File: config.mk
export PLATFORM = sky130hd
export DESIGN_NAME = matrix_key_scan_flat
export DESIGN_NICKNAME = d
export VERILOG_FILES = /design/src/rtl/matrix_key_scan_if.sv /design/src/rtl/matrix_key_scan.sv /design/src/flat_wrapper.sv
export SDC_FILE = /design/constraint.sdc
export NUM_CORES = 1
export LEC_CHECK = 0
export CORE_MARGIN = 2
export CORE_UTILIZATION = 54
export DETAILED_ROUTE_END_ITERATION = 16
export GPL_ROUTABILITY_DRIVEN = 0
export PLACE_DENSITY = 0.82
export SLEW_MARGIN = 30
export SYNTH_ARGS = -nofsm -noshare
export SYNTH_HDL_FRONTEND = slang
export SYNTH_SLANG_ARGS = --single-unit
File: constraint.sdc
create_clock -name clk -period 2.2 [get_ports clk]
set_clock_uncertainty 0.1 [all_clocks]
set_input_delay 0.22 -clock clk [delete_from_list [all_inputs] [get_ports clk]]
set_output_delay 0.22 -clock clk [all_outputs]
set_load 0.1 [all_outputs]
File: src/rtl/matrix_key_scan_if.sv
// Keypad-side bundle for matrix_key_scan: column drive, row sense and the
// decoded key outputs. The scanner uses the master view; a keypad model uses slave.
interface matrix_key_scan_if;
  logic [3:0] col_drv;
  logic [3:0] row_in;
  logic [3:0] key_code;
  logic       key_valid;
  logic       key_down;

  modport master (output col_drv, key_code, key_valid, key_down, input row_in);
  modport slave  (input col_drv, key_code, key_valid, key_down, output row_in);
endinterface

File: src/rtl/matrix_key_scan.sv
// 4x4 matrix keypad scanner with tick-based debounce and press/release hysteresis.
// Optional auto-repeat while a key is held is enabled by defining KEY_REPEAT_EN.
module matrix_key_scan #(
  parameter int CLK_FREQ   = 10000000,
  parameter int STEP_FREQ  = 1000,
  parameter int DEB_STEPS  = 20,
  parameter int RPT_DELAY  = 500,
  parameter int RPT_PERIOD = 100
) (
  input  logic               clk,
  input  logic               rst_n,
  matrix_key_scan_if.master  bus
);

  localparam logic [31:0] DIV_MAX = 32'(CLK_FREQ / STEP_FREQ - 1);
  // One width serves every tick counter so the repeat build needs no extra sizing.
  localparam int CNT_MAX_A = (DEB_STEPS > RPT_DELAY) ? DEB_STEPS : RPT_DELAY;
  localparam int CNT_MAX   = (CNT_MAX_A > RPT_PERIOD) ? CNT_MAX_A : RPT_PERIOD;
  localparam int CNT_W     = $clog2(CNT_MAX + 1);
  localparam logic [CNT_W-1:0] CNT_ZERO = CNT_W'(0);
  localparam logic [CNT_W-1:0] CNT_ONE  = CNT_W'(1);
  localparam logic [CNT_W-1:0] DEB_LIM  = CNT_W'(DEB_STEPS);

  typedef enum logic [1:0] {SCAN = 2'd0, DEBOUNCE = 2'd1, HELD = 2'd2} state_t;

  function automatic logic [1:0] low_row(input logic [3:0] rows);
    if (!rows[0])      low_row = 2'd0;
    else if (!rows[1]) low_row = 2'd1;
    else if (!rows[2]) low_row = 2'd2;
    else               low_row = 2'd3;
  endfunction

  logic [3:0]       row_meta_r, row_sync_r;
  logic [31:0]      div_r;
  logic             tick_s, row_low_s;
  state_t           state_r, state_nxt;
  logic [1:0]       col_idx_r, col_nxt, row_idx_r, row_nxt;
  logic [CNT_W-1:0] deb_cnt_r, deb_nxt, rel_cnt_r, rel_nxt;
  logic [3:0]       key_code_r, code_nxt, col_drv_r, col_drv_nxt;
  logic             key_valid_r, valid_nxt, key_down_r, down_nxt;
`ifdef KEY_REPEAT_EN
  localparam logic [CNT_W-1:0] RPT_DLY = CNT_W'(RPT_DELAY);
  localparam logic [CNT_W-1:0] RPT_PER = CNT_W'(RPT_PERIOD);
  logic [CNT_W-1:0] rpt_cnt_r, rpt_nxt, rpt_sum_s;
  logic             rpt_first_r, first_nxt;
`endif

  assign tick_s    = (div_r == DIV_MAX);
  assign row_low_s = ~row_sync_r[row_idx_r];

  // Two-flop synchroniser for the asynchronous row lines (idle high).
  always_ff @(posedge clk or negedge rst_n) begin
    if (!rst_n) begin
      row_meta_r <= 4'hF;
      row_sync_r <= 4'hF;
    end else begin
      row_meta_r <= bus.row_in;
      row_sync_r <= row_meta_r;
    end
  end

  // Step divider producing the one-clock scan tick.
  always_ff @(posedge clk or negedge rst_n) begin
    if (!rst_n)      div_r <= 32'd0;
    else if (tick_s) div_r <= 32'd0;
    else             div_r <= div_r + 32'd1;
  end

  // Next-state and output decode; nothing moves except on a tick.
  always_comb begin
    state_nxt = state_r;
    col_nxt   = col_idx_r;
    row_nxt   = row_idx_r;
    deb_nxt   = deb_cnt_r;
    rel_nxt   = rel_cnt_r;
    code_nxt  = key_code_r;
    valid_nxt = 1'b0;
    down_nxt  = key_down_r;
`ifdef KEY_REPEAT_EN
    rpt_nxt   = rpt_cnt_r;
    first_nxt = rpt_first_r;
    rpt_sum_s = rpt_cnt_r + CNT_ONE;
`endif
    if (tick_s) begin
      case (state_r)
        SCAN: begin
          if (row_sync_r != 4'hF) begin
            state_nxt = DEBOUNCE;
            row_nxt   = low_row(row_sync_r);
            deb_nxt   = CNT_ZERO;
          end else begin
            col_nxt = col_idx_r + 2'd1;
          end
        end
        DEBOUNCE: begin
          if (row_low_s) begin
            if (deb_cnt_r + CNT_ONE == DEB_LIM) begin
              state_nxt = HELD;
              code_nxt  = {row_idx_r, col_idx_r};
              valid_nxt = 1'b1;
              down_nxt  = 1'b1;
              rel_nxt   = CNT_ZERO;
`ifdef KEY_REPEAT_EN
              rpt_nxt   = CNT_ZERO;
              first_nxt = 1'b1;
`endif
            end else begin
              deb_nxt = deb_cnt_r + CNT_ONE;
            end
          end else begin
            state_nxt = SCAN;
            col_nxt   = col_idx_r + 2'd1;
          end
        end
        HELD: begin
          if (row_low_s) begin
            rel_nxt = CNT_ZERO;
`ifdef KEY_REPEAT_EN
            if (rpt_sum_s == (rpt_first_r ? RPT_DLY : RPT_PER)) begin
              valid_nxt = 1'b1;
              rpt_nxt   = CNT_ZERO;
              first_nxt = 1'b0;
            end else begin
              rpt_nxt = rpt_sum_s;
            end
`endif
          end else if (rel_cnt_r + CNT_ONE == DEB_LIM) begin
            state_nxt = SCAN;
            down_nxt  = 1'b0;
            rel_nxt   = CNT_ZERO;
            col_nxt   = col_idx_r + 2'd1;
          end else begin
            rel_nxt = rel_cnt_r + CNT_ONE;
          end
        end
        default: begin
          state_nxt = SCAN;
          down_nxt  = 1'b0;
        end
      endcase
    end else begin
      valid_nxt = 1'b0;
    end
    col_drv_nxt = ~(4'b0001 << col_nxt);
  end

  // Scanner state and registered outputs.
  always_ff @(posedge clk or negedge rst_n) begin
    if (!rst_n) begin
      state_r     <= SCAN;
      col_idx_r   <= 2'd0;
      row_idx_r   <= 2'd0;
      deb_cnt_r   <= CNT_ZERO;
      rel_cnt_r   <= CNT_ZERO;
      key_code_r  <= 4'd0;
      key_valid_r <= 1'b0;
      key_down_r  <= 1'b0;
      col_drv_r   <= 4'b1110;
`ifdef KEY_REPEAT_EN
      rpt_cnt_r   <= CNT_ZERO;
      rpt_first_r <= 1'b1;
`endif
    end else begin
      state_r     <= state_nxt;
      col_idx_r   <= col_nxt;
      row_idx_r   <= row_nxt;
      deb_cnt_r   <= deb_nxt;
      rel_cnt_r   <= rel_nxt;
      key_code_r  <= code_nxt;
      key_valid_r <= valid_nxt;
      key_down_r  <= down_nxt;
      col_drv_r   <= col_drv_nxt;
`ifdef KEY_REPEAT_EN
      rpt_cnt_r   <= rpt_nxt;
      rpt_first_r <= first_nxt;
`endif
    end
  end

  assign bus.col_drv   = col_drv_r;
  assign bus.key_code  = key_code_r;
  assign bus.key_valid = key_valid_r;
  assign bus.key_down  = key_down_r;

endmodule

File: src/flat_wrapper.sv
// flat-port wrapper written by rule: the top's interface ports become plain ports
module matrix_key_scan_flat 
#(
  parameter int CLK_FREQ   = 10000000,
  parameter int STEP_FREQ  = 1000,
  parameter int DEB_STEPS  = 20,
  parameter int RPT_DELAY  = 500,
  parameter int RPT_PERIOD = 100
)
  (clk, rst_n, bus_col_drv, bus_key_code, bus_key_valid, bus_key_down, bus_row_in);
  matrix_key_scan_if bus_i ();
  input  logic clk;
  input  logic rst_n;
  output wire logic [$bits(bus_i.col_drv)-1:0] bus_col_drv;
  output wire logic [$bits(bus_i.key_code)-1:0] bus_key_code;
  output wire logic [$bits(bus_i.key_valid)-1:0] bus_key_valid;
  output wire logic [$bits(bus_i.key_down)-1:0] bus_key_down;
  input wire logic [$bits(bus_i.row_in)-1:0] bus_row_in;
  assign bus_col_drv = bus_i.col_drv;
  assign bus_key_code = bus_i.key_code;
  assign bus_key_valid = bus_i.key_valid;
  assign bus_key_down = bus_i.key_down;
  assign bus_i.row_in = bus_row_in;
  matrix_key_scan #(.CLK_FREQ(CLK_FREQ), .STEP_FREQ(STEP_FREQ), .DEB_STEPS(DEB_STEPS), .RPT_DELAY(RPT_DELAY), .RPT_PERIOD(RPT_PERIOD)) u_core (.clk(clk), .rst_n(rst_n), .bus(bus_i));
endmodule
# Yosys cells after proc, flatten, opt, wreduce, memory -nomap -nowiden
# Index checks and enable logic that the tools add are counted.
totals:
  regBits: 74
  inputBits: 6
op_classes:
  add_sub_neg: 4
  order_cmp: 1
  n_eq_ne: 13
  n_shift: 1
  muxes: 36
  bitwise: 3
  reduce_logical: 9
op_table:
  columns: ["cell", "count"]
  rows:
  - ["2-to-1 mux 9 bit", 7]
  - ["case mux 9 bit (2 select lines)", 2]
  - ["adder 32 x 1 -> 32 bit (second input constant)", 1]
  - ["equality test 32 x 14 -> 1 bit (second input constant)", 1]
  - ["2-to-1 mux 32 bit", 1]
  - ["2-to-1 mux 2 bit", 12]
  - ["adder 9 x 1 -> 9 bit (second input constant)", 2]
  - ["equality test 9 x 5 -> 1 bit (second input constant)", 2]
  - ["case mux 2 bit (3 select lines)", 2]
  - ["2-to-1 mux 1 bit", 10]
  - ["AND reduction 5 bit", 2]
  - ["inequality test 2 x 1 -> 1 bit (second input constant)", 4]
  - ["AND reduction 4 bit", 2]
  - ["AND reduction 6 bit", 1]
  - ["inequality test 2 bit (second input constant)", 2]
  - ["inequality test 4 bit (second input constant)", 1]
  - ["NOT 4 bit", 1]
  - ["nonzero test 2 bit", 2]
  - ["<< shifter 1 x 2 -> 4 bit (first input constant)", 1]
  - ["< comparator 2 x 3 -> 1 bit (second input constant)", 1]
  - ["inequality test 3 x 1 -> 1 bit (second input constant)", 1]
  - ["case mux 1 bit (3 select lines)", 1]
  - ["AND reduction 3 bit", 1]
  - ["adder 2 x 1 -> 2 bit (second input constant)", 1]
  - ["5 further kinds", 6]

# Logic depth before layout (Yosys ltp)
# Gate-level depths: netlist (run 1).
depth:
  ltp_word: 8
  ltp_mapped: 9
  depth_no_buf: 6

# Least setup slack after synthesis (run 1)
# No wires, ideal clock.
synth_timing:
  kind: "reg-to-reg"
  startpoint: "register u_core.deb_cnt_r[0]"
  endpoint: "register u_core.rel_cnt_r[6]"
  setup_ns: 0.128
  arrival_time_ns: 1.867
  slack_ns: 0.106
  stages_incl_launch_ff: 7
  n_path_buf: 0
  period_less_slack_ns: 2.094
  cell_sequence: "dfrtp_1 -> ha_1 -> or4b_2 -> nor4_4 -> o2111ai_4 -> o21ai_1 -> o31ai_1"
synth_via:
  elab_chain_cells: 4
synth_lines:
  columns: ["element", "line_no", "text"]
  rows:
  - ["start: declaration", "matrix_key_scan.sv:38", "logic [CNT_W-1:0] deb_cnt_r, deb_nxt, rel_cnt_r, rel_nxt;"]
  - ["start signal: assignment", "matrix_key_scan.sv:167", "deb_cnt_r <= deb_nxt;"]
  - ["adder 9 x 1 -> 9 bit", "matrix_key_scan.sv:97", "if (deb_cnt_r + CNT_ONE == DEB_LIM) begin"]
  - ["equality test 9 x 5 -> 1 bit", "matrix_key_scan.sv:97", null]
  - ["inequality test 2 x 1 -> 1 bit (no source line)", null, null]
  - ["AND reduction 4 bit (no source line)", null, null]
  - ["end signal: assignment", "matrix_key_scan.sv:168", "rel_cnt_r <= rel_nxt;"]
  - ["end: declaration", "matrix_key_scan.sv:38", null]
# Every way passes these cells.
# A chain may end at the register's enable or synchronous reset.

# Final worst setup path (run 1)
# Ends and elaborated chain as after synthesis.

==> results of run 1 <==
power groups by stage:
stage / Sequential, mW / Combinational, mW / Clock [mW]
after global placement: 1.40 / 0.0507 / 0
final: 1.38 / 0.0553 / 0.960
after global routing: 1.38 / 0.0636 / 1.04
after detailed placement: 1.40 / 0.0514 / 0
after floorplan: 1.40 / 0.0107 / 0
after CTS: 1.38 / 0.0528 / 0.993
metal layers:
layer  routed length [um]  vias to the layer above
met5                    0                        -
met4                  108                        0
met3                  340                       11
met2                 3820                       63
met1                 3090                     1341
li1                     -                     1290
final cells by class:
class / instances / area share (%)
repair buffers: 49 / 9.35
inverters: 6 / 0.529
clock buffers: 14 / 4.06
clock inverters: 2 / 0.235
multi-input cells: 243 / 39.7
well taps: 77 / 2.26
flip-flops and latches: 74 / 43.9
cells by family after synthesis:
logic type | count (synthesis) | share of synthesized area (%)
AO/OA/AOI/OAI | 53 | 9.86
XOR/XNOR | 33 | 8.19
adder cells (fa/ha/maj) | 3 | 1.06
buffers and inverters | 15 | 2.45
flip-flops | 74 | 52.9
multiplexers | 6 | 2.20
AND/OR/NAND/NOR | 147 | 23.4
registers in the layout, summed over array words and instances (netlist names):
signal,count
u_core.row_meta_r,4
u_core.state_r,2
u_core.bus.col_drv,4
u_core.row_sync_r,4
u_core.rel_cnt_r,9
u_core.bus.key_valid,1
u_core.row_idx_r,2
u_core.bus.key_code,4
u_core.col_idx_r,2
u_core.deb_cnt_r,9
u_core.bus.key_down,1
u_core.div_r,32
layout by cell type, fill, tap and decap left out, types with 4 or more instances in the layout:
cell / n
mux2_2: 4
buf_4: 41
o21ai_2: 4
dfrtp_1: 63
o21ai_1: 7
inv_1: 6
nand2_1: 28
o21ai_0: 16
nand2b_1: 4
clkbuf_8: 12
o211ai_1: 4
xor2_1: 16
a31oi_1: 4
nand3_1: 18
dfstp_2: 11
nor2_1: 27
clkdlybuf4s50_1: 4
o31ai_1: 4
nor3_1: 10
and3_1: 23
xnor2_1: 17
what timing repair did:
action	CTS	global route
pin swaps	2	8
endpoints found under the setup margin	6	30
resized for setup	3	21
hold buffers	1	0
gates cloned	0	1
endpoints found under the hold margin	23	0
setup buffers	0	9
worst max path at each step:
stage                        start                   to  slack [ns]  depth (start not counted)
2_1_floorplan  u_core.deb_cnt_r[0]  u_core.rel_cnt_r[6]        0.11                          6
3_3_place_gp   u_core.deb_cnt_r[0]  u_core.rel_cnt_r[5]        0.06                          6
3_5_place_dp   u_core.deb_cnt_r[0]  u_core.rel_cnt_r[7]       0.008                          6
4_1_cts           u_core.div_r[12]  u_core.deb_cnt_r[5]       0.003                          6
5_1_grt        u_core.deb_cnt_r[0]  u_core.rel_cnt_r[6]       -0.13                          7
6_report       u_core.deb_cnt_r[0]  u_core.rel_cnt_r[6]       -0.01                          7
per-stage QoR:
stage	setup TNS (ns)	hold WS (ns)
floorplan	0	-0.176
global placement	0	0.166
detailed placement	0	0.174
CTS	0	0.164
global route	-0.679	0.160
finish	-0.0108	0.182
==> results.yml, run 1 <==
placed_design:
  place_area_mm2: 0.00387
  place_hpwl_um: 4910
  dp_slack_ns: 0.00762
  io_buffer_count: 15
  placedCellCount: 438
die:
  io_pins: 16
  fp.dieH_um: 84.8
  floorplan.initialDensity_pct: 55.6
  rows: 29
  die_w_um: 84.8
  dieArea_mm2: 0.00720
  core_region_area_mm2: 0.00635
critical_path:
  required_ns: 2.33
  r2r-start: "u_core.deb_cnt_r[0]"
  r2r_end: "u_core.rel_cnt_r[6]"
  reg2reg_depth: 7
  critPathTopFamily: "simple AND/OR/NAND/NOR gates"
  crit_buf_inv: 1
  cp_max_fo: 5
  endpoint_kind: "flip-flop"
  crit_arrival_ns: 2.34
  max_stage_delay_ns: 0.50
  timing_worst_setup_path_type: "reg -> reg"
  reg2reg_setup_slack_ns: -0.01
  cp_cell_sequence: "ha_1 > or4b_4 > nor4_4 > buf_4 > o2111ai_4 > o21ai_2 > o31ai_2"
  cp-start-kind: "flip-flop"
  cp_slowest_cell: "or4b_4"
min_path:
  min_delay_path_depth: 1
  min_to: "u_core.row_meta_r[3]"
  hold_path_startpoint: "bus_row_in[3]"
  hold_path_class: "in -> reg"
global_routing:
  use_met2_pct: 34.8
  met3_usage_pct: 5.93
  grt_pass1_vias: 2584
  grt_pass1_wl_um: 11700
  use_met1_pct: 25.4
  grt_max_degree: 32
  grtUsageTotal_pct: 20.6
  busiest_layer: "met2"
  antenna_found_initial: 0
  grt_overflow: 0
finish:
  final_nets: 392
  seq_area_mm2: 0.00187
  area.growth.synth_to_final_pct: 20.5
  instances_no_fill: 465
  design_area_mm2: 0.00425
  diodes: 0
  final_core_util_pct: 67.0
  multi_input_area_mm2: 0.00169
  drive_gt1_share_pct: 26.3
  fillers: 458
clock_network:
  h-tree-depth: 3
  clockRootBuffer: "clkbuf_8"
  clock_latency_ns: 0.34
  clock_path_buffers: 2
  tritoncts: "built"
  clock_sinks: 74
  path_clk_slew_ns: 0.07
  cts_buffers: 9
detailed_routing:
  postRouteAntennaNets: 0
  drtPass1Iterations: 4
  viasPerCell: 5.82
  vias: 2705
  drc: 0
  wl_per_cell_um: 15.8
  drt_wl_total_um: 7360
  initialDrtViolationCount: 134
timing:
  final_max_slew_viol_count: 0
  fin_crit_ns: 2.21
  fmax_mhz: 452
  finalHoldViolCount: 0
  period_share_pct: 100
  setup_slack_ns: -0.0108
  setup_viol: 1
  relSlewSlack_pct: 57.2
  rsz0062_at_grt: "yes"
  tightest_slew_ns: 0.641
power:
  powerDensity_mw_per_mm2: 563
  p_comb_share_pct: 2.3
  p_leak_nw: 1.97
  vdd.ir_drop.worst_uv: 497
  power_switching_share_pct: 20.9
  internal_power_mw: 1.89
  pwr-share-clk_pct: 40.1
  seq_power_share_pct: 57.6
  power_mw: 2.39
  p_sw_uw: 500
synth:
  yosysWarnings: 0
  synth_top_area_share_pct: 44.7
  synthesis.nets: 340
  synth_area_leaders: "dfrtp_1 (45%), dfstp_2 (8.2%), and3_1 (4.6%)"
  async_flop_share_pct: 100
  synth_edf_count: 0
  synth_area_mm2: 0.00353
  yosys.area.top_type: "dfrtp_1"
  syn_avg_cell_area_um2: 10.7
  seq_area_frac_synth_pct: 52.9
  yosysMostFrequentCell: "dfrtp_1"
  netlist_instances: 331
  synth_ff_type: "dfrtp_1"
  synth_seq_cells: 74
  synth_common_cells: "dfrtp_1 (63), nand2_1 (28), nor2_1 (27)"
  synth.distinct_cells: 50
run:
  maxCapViolCount: 0
outcome:
  status: "finished, violations left"
  failed_checks: "negative setup slack"
Power figures use the tool's default switching activity.
==> run 2, diff against run 1 <==
ABC_AREA = 1   (was default)
CORE_UTILIZATION = 55   (was 54)
PLACE_DENSITY = 0.76   (was 0.82)
==> run 2 against run 1 <==
Effect of this change:
- the run now ends clean
- non-clock buffer count down 26
- register-to-register slack better by 0.15 ns
- total power up 21%
- hold slack worse by 0.014 ns
- global-route usage increased by 3.1 points
- fmax increased by 7.1%
- critical path depth rose by 4
- clock power up 53%
- die area up 15%
- largest cell class is now multi-input combinational cells
- highest routed layer unchanged
==> results.yml, run 2 <==
synth:
  synth_edf_count: 0
  synth_common_cells: "nand2_1 (152), inv_1 (70), dfrtp_1 (63)"
  seq_area_frac_synth_pct: 44.8
  yosysMostFrequentCell: "nand2_1"
  async_flop_share_pct: 100
  syn_avg_cell_area_um2: 7.78
  synth_seq_cells: 74
  synth_ff_type: "dfrtp_1"
  synth_area_leaders: "dfrtp_1 (38%), nand2_1 (14%), dfstp_2 (6.9%)"
  yosysWarnings: 0
  netlist_instances: 536
  synthesis.nets: 545
  synth_top_area_share_pct: 37.8
  synth.distinct_cells: 32
  synth_area_mm2: 0.00417
  yosys.area.top_type: "dfrtp_1"
timing:
  hold-worst-slack_ns: 0.168
  setup_viol: 0
  period_share_pct: 93.8
  tns_ns: 0
  relSlewSlack_pct: 57.6
  final_max_slew_viol_count: 0
  fmax_mhz: 484
  fin_crit_ns: 2.06
  finalHoldViolCount: 0
  tightest_slew_ns: 0.628
outcome:
  status: "complete, no violations"
critical_path:
  required_ns: 2.38
  timing_worst_setup_path_type: "reg -> reg"
  cp-start-kind: "flip-flop"
  cp_max_fo: 9
  crit_arrival_ns: 2.24
  endpoint_kind: "flip-flop"
global_routing:
  antenna_found_initial: 0
  grtUsageTotal_pct: 23.7
  grt_max_degree: 36
  grt_overflow: 0
  grt_pass1_wl_um: 15800
  grt_pass1_vias: 3548
power:
  vdd.ir_drop.worst_uv: 493
  powerDensity_mw_per_mm2: 604
  p_leak_nw: 2.32
finish:
  diodes: 0
  reg_top3: "u_core.div_r: 32 flops, u_core.deb_cnt_r: 9 flops, u_core.rel_cnt_r: 9 flops"
  design_area_mm2: 0.00479
  area.growth.synth_to_final_pct: 15.0
  layout_common_cells: "nand2_1 (152), inv_1 (70), dfrtp_1 (62), nor2_1 (41), nand3_1 (26)"
  largest_reg_flops: 32
  final_nets: 579
  final_common_cell: "nand2_1"
  regMostFlops: "u_core.div_r"
  drive_gt1_share_pct: 20.2
detailed_routing:
  wl_per_cell_um: 13.5
  postRouteAntennaNets: 0
  drc: 0
  initialDrtViolationCount: 164
  viasPerCell: 5.26
  drt_wl_total_um: 9120
  vias: 3542
  drtPass1Iterations: 5
die:
  rows: 31
  die_w_um: 91.1
  floorplan.initialDensity_pct: 57.2
  dieArea_mm2: 0.00829
  io_pins: 16
  core_region_area_mm2: 0.00729
  fp.dieH_um: 91.1
placed_design:
  place_area_mm2: 0.00446
  io_buffer_count: 15
  place_hpwl_um: 6700
clock_network:
  tritoncts: "built"
  h-tree-depth: 3
  clock_sinks: 74
  clock_latency_ns: 0.35
  path_clk_slew_ns: 0.07
  clock_path_buffers: 2
  cts_buffers: 9
  clockRootBuffer: "clkbuf_8"
min_path:
  hold_path_class: "in -> reg"
run:
  maxCapViolCount: 0
==> run 2: changes by cell type in the layout (fill, tap and decap cells not counted), moves of 14 or more <==
cell / before / now
nor2_1: 27 / 41
inv_2: 0 / 20
nand2_1: 28 / 152
inv_1: 6 / 70
buf_4: 41 / 17
xnor2_1: 17 / 2
and3_1: 23 / 0
==> run 2: metal layers <==
layer,vias up,track usage (%),share of wire (%)
met5,-,0,0
met3,26,5.15,4.5
met2,115,39.6,48
met4,0,11.4,2.7
li1,1751,-,-
met1,1650,29.3,44
==> run 2: critical path: stages, from the launching register on <==
cell and delay [ns]:
dfrtp_1 0.39, ha_2 0.23, nand3_2 0.16, inv_2 0.10, nand2_1 0.09, nor2_2 0.17
nand2_2 0.11, clkinv_4 0.13, nand3_4 0.10, nand2_2 0.15, nand2_2 0.12, o21ai_1 0.14
==> run 2: layout make-up <==
cell class | count | area (um2)
Clock buffer | 12 | 165
Clock inverter | 4 | 120
Fill cell | 629 | 2500
Inverter | 91 | 347
Multi-Input combinational cell | 371 | 1970
Sequential cell | 74 | 1870
Tap cell | 99 | 124
Timing Repair Buffer | 23 | 198
==> run 2: power breakdown <==
group,internal [mW],leakage [nW],switching [mW]
sequential,1.37,0.982,0.00399
clock,0.961,0.143,0.507
combinational,0.0156,1.20,0.0332
==> run 2: cell families after synthesis <==
logic type               share of synthesized area (%)
XOR/XNOR                                          5.46
AO/OA/AOI/OAI                                     5.79
buffers and inverters                             8.32
AND/OR/NAND/NOR                                   34.8
adder cells (fa/ha/maj)                          0.901
flip-flops                                        44.8
==> run 2: worst paths after layout <==
| check | startpoint | endpoint | slack (ns) | cells past startpoint |
|---|---|---|---|---|
| worst max-delay path | u_core.div_r[1] | u_core.deb_cnt_r[0] | 0.14 | 11 |
| worst min-delay path | bus_row_in[2] | u_core.row_meta_r[2] | 0.17 | 1 |
| worst max register to register | u_core.div_r[1] | u_core.deb_cnt_r[0] | 0.14 | 11 |
| worst min register to register | u_core.row_meta_r[3] | u_core.row_sync_r[3] | 0.26 | 0 |
| max in group asynchronous | rst_n | u_core.bus.col_drv[2] | 1.17 | 3 |
| min in group asynchronous | rst_n | u_core.div_r[21] | 0.25 | 2 |
==> run 2: what timing repair did <==
| item | 4_1_cts | 5_1_grt |
|---|---|---|
| hold buffers | 1 | 0 |
| setup buffers | 0 | 3 |
| endpoints found under the hold margin | 25 | 0 |
| gates resized for setup | 0 | 6 |
| setup endpoints to repair | 0 | 20 |
==> run 2: stage by stage <==
step           utilization [%]  setup WS [ns]  cells  total power, mW
2_1_floorplan                -          0.345    536             1.41
3_3_place_gp              61.1          0.219    654             1.45
3_5_place_dp              61.1          0.104    654             1.45
4_1_cts                   65.2         0.0886    671             2.92
6_report                  65.7          0.135    674             2.89
5_1_grt                   65.7        -0.0204    674             2.98
==> run 3, diff against run 2 <==
==> constraint.sdc (replaced) <==
create_clock -name clk -period 2.2 [get_ports clk]
set_clock_uncertainty 0.1 [all_clocks]
set_input_delay 0.66 -clock clk [delete_from_list [all_inputs] [get_ports clk]]
set_output_delay 0.66 -clock clk [all_outputs]
set_load 0.1 [all_outputs]
==> run 3 against run 2 <==
Effect of this change:
- worst setup slack gained 0.017 ns
- total power shrank 14%
- global-route usage shrank 0.48 points
- hold slack lost 0.072 ns
- non-clock buffer count shrank 1
- cell count shrank 0.15%
- via count shrank 0.25%
- largest power group is now sequential cells
==> results.yml, run 3 (synthesized netlist as in run 2, its figures left out) <==
power:
  vdd.ir_drop.worst_uv: 507
  power_switching_share_pct: 23.0
  p_comb_share_pct: 1.9
  p_sw_uw: 570
  seq_power_share_pct: 55.4
  pwr-share-clk_pct: 42.7
  powerDensity_mw_per_mm2: 515
  internal_power_mw: 1.91
  p_leak_nw: 2.30
global_routing:
  grt_pass1_vias: 3495
  grt_max_degree: 32
  antenna_found_initial: 0
  grt_pass1_wl_um: 15500
  grtUsageTotal_pct: 23.2
  grt_overflow: 0
min_path:
  hold_path_class: "in -> async"
placed_design:
  place_area_mm2: 0.00458
  dp_slack_ns: 0.114
  place_hpwl_um: 6710
  io_buffer_count: 15
die:
  floorplan.initialDensity_pct: 57.2
  fp.dieH_um: 91.1
  die_w_um: 91.1
  rows: 31
  dieArea_mm2: 0.00829
  io_pins: 16
  core_region_area_mm2: 0.00729
timing:
  finalHoldViolCount: 0
  fin_crit_ns: 2.05
  relSlewSlack_pct: 63.6
  final_max_slew_viol_count: 0
  tns_ns: 0
  tightest_slew_ns: 0.539
  setup_slack_ns: 0.152
  setup_viol: 0
  fmax_mhz: 488
  period_share_pct: 93.1
  rsz0062_at_grt: "no"
detailed_routing:
  drtPass1Iterations: 7
  initialDrtViolationCount: 247
  wl_per_cell_um: 13.0
  vias: 3533
  drt_wl_total_um: 8730
  postRouteAntennaNets: 0
  drc: 0
  viasPerCell: 5.25
outcome:
  status: "complete, no violations"
critical_path:
  crit_path_end: "u_core.deb_cnt_r[4]"
  r2r_end: "u_core.deb_cnt_r[4]"
  crit_start: "u_core.div_r[0]"
  reg2reg_setup_slack_ns: 0.15
  cp_max_fo: 9
  required_ns: 2.34
  r2r-start: "u_core.div_r[0]"
  crit_arrival_ns: 2.19
  endpoint_kind: "flip-flop"
  timing_worst_setup_path_type: "reg -> reg"
  reg2reg_depth: 12
  cp-start-kind: "flip-flop"
finish:
  layout_common_cells: "nand2_1 (152), inv_1 (70), dfrtp_1 (63), nor2_1 (42), nand3_1 (27)"
  design_area_mm2: 0.00482
  diodes: 0
  area.growth.synth_to_final_pct: 15.6
  regMostFlops: "u_core.div_r"
  fillers: 633
  final_common_cell: "nand2_1"
  reg_top3: "u_core.div_r: 32 flops, u_core.deb_cnt_r: 9 flops, u_core.rel_cnt_r: 9 flops"
  final_core_util_pct: 66.1
  largest_reg_flops: 32
  drive_gt1_share_pct: 19.7
  final_nets: 578
clock_network:
  clock_sinks: 74
  tritoncts: "built"
  clockRootBuffer: "clkbuf_8"
  h-tree-depth: 3
  cts_buffers: 9
  path_clk_slew_ns: 0.08
  ctsHoldBuffers: 0
  clock_path_buffers: 2
  clock_latency_ns: 0.36
run:
  maxCapViolCount: 0
run 3: worst min-delay path by stage:
| stage | start | to | slack [ns] |
|---|---|---|---|
| final | rst_n | u_core.div_r[2] | 0.1 |
| after global routing | rst_n | u_core.div_r[2] | 0.12 |
| after CTS | rst_n | u_core.div_r[2] | 0.09 |
| after detailed placement | u_core.row_meta_r[1] | u_core.row_sync_r[1] | 0.25 |
| after global placement | u_core.row_meta_r[3] | u_core.row_sync_r[3] | 0.25 |
| after floorplan | u_core.row_meta_r[0] | u_core.row_sync_r[0] | 0.25 |
run 3: routing by layer:
| metal | track usage (%) | share of wire [%] | wire length [um] |
|---|---|---|---|
| met5 | 0 | 0 | 0 |
| met4 | 11.5 | 2.5 | 219 |
| met3 | 4.40 | 5.3 | 463 |
| met2 | 38.4 | 49 | 4240 |
| met1 | 29.3 | 44 | 3810 |
run 3: stage by stage:
stage | cells | hold slack [ns] | total power [mW]
after global placement | 654 | 0.246 | 1.45
after global routing | 673 | 0.119 | 2.56
final | 673 | 0.0957 | 2.48
after CTS | 670 | 0.0943 | 2.51
after detailed placement | 654 | 0.248 | 1.45
after floorplan | 536 | 0.245 | 1.41
run 3: what timing repair did:
item                       CTS  global route
resized for setup            0             5
setup endpoints to repair    0            17
setup buffers                0             3
run 3: power groups by stage:
stage | clock (mW) | combinational [mW] | sequential, mW
after global placement | 0 | 0.0482 | 1.40
after floorplan | 0 | 0.00626 | 1.40
after detailed placement | 0 | 0.0489 | 1.40
after CTS | 1.08 | 0.0490 | 1.38
after global routing | 1.13 | 0.0548 | 1.38
final | 1.06 | 0.0462 | 1.38
run 3: final cells by class:
class | count | area (um2) | area share (%)
Clock buffer | 10 | 128 | 2.65
Clock inverter | 6 | 66.3 | 1.38
Timing Repair Buffer | 22 | 313 | 6.49
Tap cell | 99 | 124 | 2.57
Inverter | 91 | 347 | 7.19
Sequential cell | 74 | 1870 | 38.7
Multi-Input combinational cell | 371 | 1980 | 41.0
run 3: worst max-delay path, stage by stage, from the launching register on:
cell	delay, ns
dfrtp_1	0.40
ha_2	0.23
nand3_2	0.15
inv_2	0.10
nand2_1	0.09
nor2_2	0.15
nand2_2	0.10
clkinv_4	0.13
nand3_4	0.10
nand2_2	0.15
o21ai_2	0.09
nand2_1	0.07
o21ai_1	0.06
